`src/rtl/running_min_max_tracker_pkg.sv`:
```
// Shared types and constants for the running min/max tracker.
// The index outputs are enabled by the MIN_MAX_INDEX_EN macro in the top module.
package running_min_max_tracker_pkg;

  localparam int SAMPLE_W       = 4;
  localparam int WINDOW_LEN_MAX = 15;

  typedef enum logic [1:0] {
    IDLE    = 2'd0,
    COLLECT = 2'd1,
    DONE    = 2'd2
  } state_t;

  // Clamp a requested window length into the supported 1..WINDOW_LEN_MAX range.
  function automatic int clamp_window_len(input int len);
    if (len < 1) return 1;
    if (len > WINDOW_LEN_MAX) return WINDOW_LEN_MAX;
    return len;
  endfunction

endpackage

```
`src/rtl/running_min_max_tracker_compare_unit.sv`:
```
// Combinational magnitude comparison of one sample against the running extremes.
// Ties report no update so the first occurrence of an extreme is kept.
module min_max_compare_unit
  import running_min_max_tracker_pkg::*;
(
  input  logic [SAMPLE_W-1:0] sample,
  input  logic [SAMPLE_W-1:0] cur_min,
  input  logic [SAMPLE_W-1:0] cur_max,
  output logic                take_min,
  output logic                take_max
);

  assign take_min = (sample < cur_min);
  assign take_max = (sample > cur_max);

endmodule

```
`src/rtl/running_min_max_tracker.sv`:
```
// Tracks min, max and count of the samples accepted over a WINDOW_LEN-sample window.
// Define MIN_MAX_INDEX_EN to add Min_Index_Out/Max_Index_Out (position of each extreme).
//
// Handshake: a sample is accepted on a rising edge where Data_Valid_In and
// Data_Ready_Out are both high; Data_Ready_Out is high only while collecting and
// does not depend on Data_Valid_In.
module running_min_max_tracker
  import running_min_max_tracker_pkg::*;
#(
  parameter int WINDOW_LEN = 8
) (
  input  logic                Clock_In,
  input  logic                Reset_N_In,
  input  logic                Start_In,
  input  logic [SAMPLE_W-1:0] Data_In,
  input  logic                Data_Valid_In,
  output logic                Data_Ready_Out,
  output logic [SAMPLE_W-1:0] Min_Out,
  output logic [SAMPLE_W-1:0] Max_Out,
  output logic [SAMPLE_W-1:0] Count_Out,
  output logic                Busy_Out,
  output logic                Done_Out
`ifdef MIN_MAX_INDEX_EN
  ,
  output logic [SAMPLE_W-1:0] Min_Index_Out,
  output logic [SAMPLE_W-1:0] Max_Index_Out
`endif
);

  localparam int                  LEN  = clamp_window_len(WINDOW_LEN);
  localparam logic [SAMPLE_W:0]   LAST = LEN[SAMPLE_W:0];

  state_t              state, state_next;
  logic [SAMPLE_W-1:0] min_q, min_next;
  logic [SAMPLE_W-1:0] max_q, max_next;
  logic [SAMPLE_W-1:0] count_q, count_next;
  logic [SAMPLE_W:0]   count_inc;
  logic                accept;
  logic                first_sample;
  logic                take_min, take_max;
`ifdef MIN_MAX_INDEX_EN
  logic [SAMPLE_W-1:0] min_idx_q, min_idx_next;
  logic [SAMPLE_W-1:0] max_idx_q, max_idx_next;
`endif

  assign Data_Ready_Out = (state == COLLECT);
  assign Busy_Out       = (state == COLLECT);
  assign Done_Out       = (state == DONE);
  assign Min_Out        = min_q;
  assign Max_Out        = max_q;
  assign Count_Out      = count_q;
`ifdef MIN_MAX_INDEX_EN
  assign Min_Index_Out  = min_idx_q;
  assign Max_Index_Out  = max_idx_q;
`endif

  assign accept       = Data_Valid_In & Data_Ready_Out;
  assign first_sample = (count_q == '0);
  assign count_inc    = {1'b0, count_q} + 1'b1;

  min_max_compare_unit u_compare (
    .sample   (Data_In),
    .cur_min  (min_q),
    .cur_max  (max_q),
    .take_min (take_min),
    .take_max (take_max)
  );

  always_comb begin
    state_next   = state;
    min_next     = min_q;
    max_next     = max_q;
    count_next   = count_q;
`ifdef MIN_MAX_INDEX_EN
    min_idx_next = min_idx_q;
    max_idx_next = max_idx_q;
`endif
    unique case (state)
      IDLE: begin
        if (Start_In) begin
          state_next = COLLECT;
          count_next = '0;
        end
      end
      COLLECT: begin
        if (accept) begin
          count_next = count_inc[SAMPLE_W-1:0];
          // The first sample of a window overwrites whatever the last window left.
          if (first_sample || take_min) begin
            min_next = Data_In;
`ifdef MIN_MAX_INDEX_EN
            min_idx_next = count_q;
`endif
          end
          if (first_sample || take_max) begin
            max_next = Data_In;
`ifdef MIN_MAX_INDEX_EN
            max_idx_next = count_q;
`endif
          end
          if (count_inc == LAST) state_next = DONE;
        end
      end
      DONE:    state_next = IDLE;
      default: state_next = IDLE;
    endcase
  end

  always_ff @(posedge Clock_In or negedge Reset_N_In) begin
    if (!Reset_N_In) begin
      state     <= IDLE;
      min_q     <= '0;
      max_q     <= '0;
      count_q   <= '0;
`ifdef MIN_MAX_INDEX_EN
      min_idx_q <= '0;
      max_idx_q <= '0;
`endif
    end else begin
      state     <= state_next;
      min_q     <= min_next;
      max_q     <= max_next;
      count_q   <= count_next;
`ifdef MIN_MAX_INDEX_EN
      min_idx_q <= min_idx_next;
      max_idx_q <= max_idx_next;
`endif
    end
  end

endmodule

```
`config.mk`:
```
export PLATFORM = sky130hd
export DESIGN_NAME = running_min_max_tracker
export DESIGN_NICKNAME = d
export VERILOG_FILES = /design/src/rtl/running_min_max_tracker_pkg.sv /design/src/rtl/running_min_max_tracker_compare_unit.sv /design/src/rtl/running_min_max_tracker.sv
export SDC_FILE = /design/constraint.sdc
export NUM_CORES = 1
export LEC_CHECK = 0
export CAP_MARGIN = 10
export CORE_MARGIN = 8
export CORE_UTILIZATION = 40
export DETAILED_ROUTE_END_ITERATION = 7
export HOLD_SLACK_MARGIN = 0.15
export PLACE_DENSITY = 0.72
export SLEW_MARGIN = 20
export SYNTH_ARGS = -nofsm -noshare
export SYNTH_HDL_FRONTEND = slang
export SYNTH_HIERARCHICAL = 1
export SYNTH_SLANG_ARGS = --single-unit
```
`constraint.sdc`:
```
create_clock -name Clock_In -period 1.8 [get_ports Clock_In]
set_input_delay 0.27 -clock Clock_In [delete_from_list [all_inputs] [get_ports Clock_In]]
set_output_delay 0.27 -clock Clock_In [all_outputs]
set_load 0.02 [all_outputs]
```
== Word-level counts from Yosys, hierarchy flattened ==
Index checks and enable logic that the tools add are counted.

* Bits in registers: 14

* Add/subtract/negate cells: 1
* Order comparisons: 2
* Eq/ne operators: 6
* Muxes and demuxes: 7
* Bitwise operators: 1
* Reductions and logical operators: 9

{| class="wikitable"
|+ Operator list
! operator !! count
|-
| AND reduction 3 bit || 4
|-
| 2-to-1 mux 4 bit || 2
|-
| case mux 4 bit (2 select lines) || 1
|-
| 2-to-1 mux 2 bit || 3
|-
| adder 4 x 1 -> 5 bit, second input constant || 1
|-
| == test 5 x 4 -> 1 bit, second input constant || 1
|-
| greater-than comparator 4 bit || 1
|-
| zero test 4 bit || 1
|-
| less-than comparator 4 bit || 1
|-
| inequality test 2 x 1 -> 1 bit, second input constant || 2
|-
| case mux 2 bit (2 select lines) || 1
|-
| == test 2 x 1 -> 1 bit, second input constant || 1
|-
| == test 2 bit, second input constant || 1
|-
| zero test 2 bit || 1
|-
| logical OR 1 bit || 2
|-
| inequality test 2 bit, second input constant || 1
|-
| nonzero test 2 bit || 1
|-
| AND 1 bit || 1
|}

== Longest topological paths before layout ==
* Depth in word-level cells: 5
* Gate-level depth with buffers: 7

== By module ==
The synthesis kept the hierarchy.

{| class="wikitable"
|+ By module, submodules not included
! module !! times used !! cells an instance !! area each (µm²) !! sequential area each (µm²)
|-
| running_min_max_tracker || 1 || 52 || 666.9 || 350.3
|-
| min_max_compare_unit || 1 || 24 || 173.9 || 0.0
|}

== Worst setup path after synthesis ==
OpenSTA, ideal clock, no wires.

* Path kind: reg-to-reg
* Start point: reg max_q[1] (netlist: Max_Out[1])
* End point: reg max_q[0] (netlist: Max_Out[0])
* Data arrival time: 1,681 ps
* Setup slack: -6 ps
* Stages on the path, launching flop included: 8
* Clock period less this slack: 1,806 ps
* Path through: dfrtp_1 -> inv_1 -> ha_1 -> nor2b_1 -> o211ai_1 -> a21oi_1 -> o21ai_2 -> mux2_2

* Word-level cells in the longest chain between the ends: 3

{| class="wikitable"
|+ RTL lines
! element !! RTL line !! text
|-
| from (decl) || running_min_max_tracker.sv:35 || <nowiki>logic [SAMPLE_W-1:0] max_q, max_next;</nowiki>
|-
| from (signal assigned) || running_min_max_tracker.sv:122 || <nowiki>max_q <= max_next;</nowiki>
|-
| greater-than comparator 4 bit || running_min_max_tracker_compare_unit.sv:14 || <nowiki>assign take_max = (sample > cur_max);</nowiki>
|-
| net take_max || running_min_max_tracker.sv:40 || <nowiki>logic take_min, take_max;</nowiki>
|-
| logical OR 1 bit || running_min_max_tracker.sv:95 || <nowiki>if (first_sample || take_max) begin</nowiki>
|-
| AND reduction 3 bit (no source line) || -- ||
|}

The timed path passes the listed nets, and every way through them passes these cells.
A chain may end at the register's enable or synchronous reset.

== Worst setup path in the final report ==
* Start point: reg max_q[1] (netlist: Max_Out[1])
* End point: reg max_q[1] (netlist: Max_Out[1])

The elaborated chain is that of the path after synthesis.

==> flow_metrics.py <==
metrics = {
    "outcome": {
        "status": "finished with violations",
        "violations": "negative setup slack",
    },
    "synthesis": {
        "synth_edf_count": 0,
        "seq_area_frac_synth_pct": 41.7,
        "synth_area_um2": 841,
        "synth_area_per_cell_um2": 11.1,
        "synth_top_flop_cell": "dfrtp_1",
        "yosys.area.top_type": "dfrtp_1",
        "ys_ff_latch": 14,
        "async_flop_share_pct": 100,
        "synth_fp_nets": 93,
        "synth_area_leaders": "dfrtp_1 (42%), ha_1 (13%), mux2_2 (12%)",
        "synth_top_area_share_pct": 41.7,
        "yosys_warnings": 6,
        "synth_common_cells": "dfrtp_1 (14), ha_1 (9), inv_1 (9), mux2_2 (9), a21oi_1 (5)",
        "synth.most_common_cell": "dfrtp_1",
        "synthDistinctLibCells": 26,
        "synth_cells": 76,
    },
    "pwr": {
        "ir_worst_vdd_uv": 838,
        "switching_share_pct": 38.9,
        "p_int_uw": 1220,
        "combPwrFrac_pct": 58.9,
        "switchingPower_uw": 775,
        "p_leak_uw": 0.000561,
        "seqPwrFrac_pct": 30.0,
        "p_per_area_nw_per_um2": 1640,
        "power.share.clock_pct": 11.1,
    },
    "timing": {
        "finClkSkew_ns": 0.00470,
        "worstMarginPinSlew_ns": 0.332,
        "rsz0062_at_grt": "yes",
        "whs_ns": 0.305,
        "max_freq_mhz": 552,
        "tns_ns": -0.0294,
        "slew_violations": 0,
        "fin_ws_ns": -0.0107,
        "final-setup-viol-count": 4,
        "max-slew-margin-rel_pct": 77.9,
        "fin_crit_ns": 1.81,
        "finalHoldViolCount": 0,
        "fin_crit_sh_pct": 101,
    },
    "floorplanning": {
        "rows": 16,
        "io_pins": 23,
        "initial_utilization_pct": 42.4,
        "dieWidth_um": 61.8,
        "die_y_um": 61.8,
        "core_area_um2": 1980,
        "dieArea_um2": 3820,
    },
    "final_layout": {
        "regArea_um2": 353,
        "multi_input_area_um2": 497,
        "antenna-diode-count": 0,
        "drive_above_1_share_pct": 26.7,
        "utilization_pct": 61.2,
        "fin_nets": 123,
        "syn_to_final_growth_pct": 44.2,
        "fillers": 161,
        "postLayoutCellArea_um2": 1210,
    },
    "route": {
        "wl_per_cell_um": 13.8,
        "drt-pass1-iter-count": 2,
        "wl_um": 1820,
        "vias": 653,
        "drc": 0,
        "antenna_left": 0,
        "drt_iter0_markers": 10,
        "avgViaCountPerCell": 4.95,
    },
    "grt": {
        "grtUsageTotal_pct": 10.3,
        "grt_max_degree": 15,
        "grt_overflow": 0,
        "antenna_found_initial": 0,
        "grt_pass1_vias": 702,
        "grt_pass1_wl_um": 3030,
    },
    "critical_path": {
        "setup.worst_path.class": "reg2reg",
        "worst_r2r_path_depth": 7,
        "worstPathMaxFanout": 4,
        "worstPathArrival_ns": 1.97,
        "critPathCaptureType": "register",
        "critPathRequiredTime_ns": 1.96,
        "start_kind": "register",
    },
    "clock_network": {
        "cts_buffers": 3,
        "cts.path.max_buffers": 2,
        "cts_tree": "built",
        "clock_sinks": 14,
        "insertion_delay_ns": 0.27,
        "clkSlewWorstSetupHoldPaths_ns": 0.09,
        "htree_levels": 1,
        "root_buffer": "clkbuf_4",
        "cts_hold_buf": 0,
    },
    "placement": {
        "detailedPlacementHpwl_um": 1390,
        "portBuffers": 22,
        "postPlaceCellArea_um2": 1110,
        "gp_congestion": 0.768,
    },
    "worst_hold_path": {
        "hp-class": "in2async",
    },
    "flow_run": {
        "drv_cap": 0,
    },
}
logic make-up (layout without fill, tap and decap cells):
logic type | count (synthesis) | after routing | share of synthesized area [%]
DFF | 14 | 14 | 41.7
buffers and inverters | 11 | 40 | 5.80
muxes | 9 | 9 | 12.1
and+or+nand+nor | 17 | 17 | 14.3
AOI/OAI and AO/OA | 16 | 16 | 12.8
adders and majority gates | 9 | 9 | 13.4
metrics by stage:
stage          total power [µW]  worst slack [ns]  instances
2_1_floorplan              1220            0.0415         76
3_3_place_gp               1620            -0.339        127
3_5_place_dp               1650            -0.380        127
4_1_cts                    1870           0.00230        131
5_1_grt                    2140           -0.0996        132
6_report                   1990           -0.0107        132
power by group through the flow:
| stage | sequential, µW | combinational (µW) | clock, µW |
|---|---|---|---|
| 2_1_floorplan | 745 | 477 | 0 |
| 3_3_place_gp | 595 | 1020 | 0 |
| 3_5_place_dp | 603 | 1050 | 0 |
| 4_1_cts | 598 | 1050 | 231 |
| 5_1_grt | 620 | 1280 | 238 |
| 6_report | 598 | 1170 | 221 |
final cells by class:
class | count | area share [%]
multi-input combinational | 51 | 41.0
tap | 27 | 2.79
clock buffer | 4 | 2.99
inverter | 9 | 2.79
sequential | 14 | 29.1
timing repair buffer | 27 | 21.4
what timing repair did:
action / CTS / global route
setup buffers: 0 / 1
endpoints found under the setup margin: 6 / 9
pin swaps: 1 / 4
gates cloned: 0 / 0
gates resized for setup: 3 / 12
metal layers:
metal | global-route usage [%] | vias up | wire length [µm]
met5 | 0 | - | 0
met2 | 17.3 | 18 | 865
met1 | 12.3 | 310 | 845
met4 | 3.90 | 0 | 0
li1 | - | 325 | -
met3 | 2.67 | 0 | 111
flip-flops by register name (all words and copies together), names as in the netlist:
name and flops:
state 2, Min_Out 4, Max_Out 4, Count_Out 4
cell usage in the layout (no fill, tap or decap), types with 2 or more instances in the layout:
cell             count
a21oi_1              5
a22o_1               2
buf_4                5
clkbuf_4             3
clkdlybuf4s50_1     17
dfrtp_1             12
dfrtp_2              2
dlygate4sd2_1        3
dlymetal6s2s_1       2
ha_1                 7
ha_4                 2
inv_1                8
mux2_2               5
mux2_4               4
nand2_1              2
nand3_1              2
nand3b_1             2
o211ai_1             2
o21ai_0              2
worst max-delay path: stages, from the launching register on:
cell,delay (ns)
dfrtp_2,0.41
inv_2,0.06
ha_4,0.19
nor2b_4,0.12
o211ai_1,0.16
a21oi_1,0.10
o21ai_2,0.31
mux2_4,0.33
path summary, 6_finish.rpt:
check	startpoint	end	slack (ns)
max	Max_Out[1]	Max_Out[1]	-0.01
min	Reset_N_In	Max_Out[3]	0.30
max reg2reg	Max_Out[1]	Max_Out[1]	-0.01
min reg2reg	Min_Out[3]	Min_Out[3]	0.53
max in group asynchronous	Reset_N_In	Max_Out[1]	1.31
min in group Clock_In	Data_In[2]	Min_Out[2]	0.35
No activity file was read; power rests on OpenSTA's default activity.
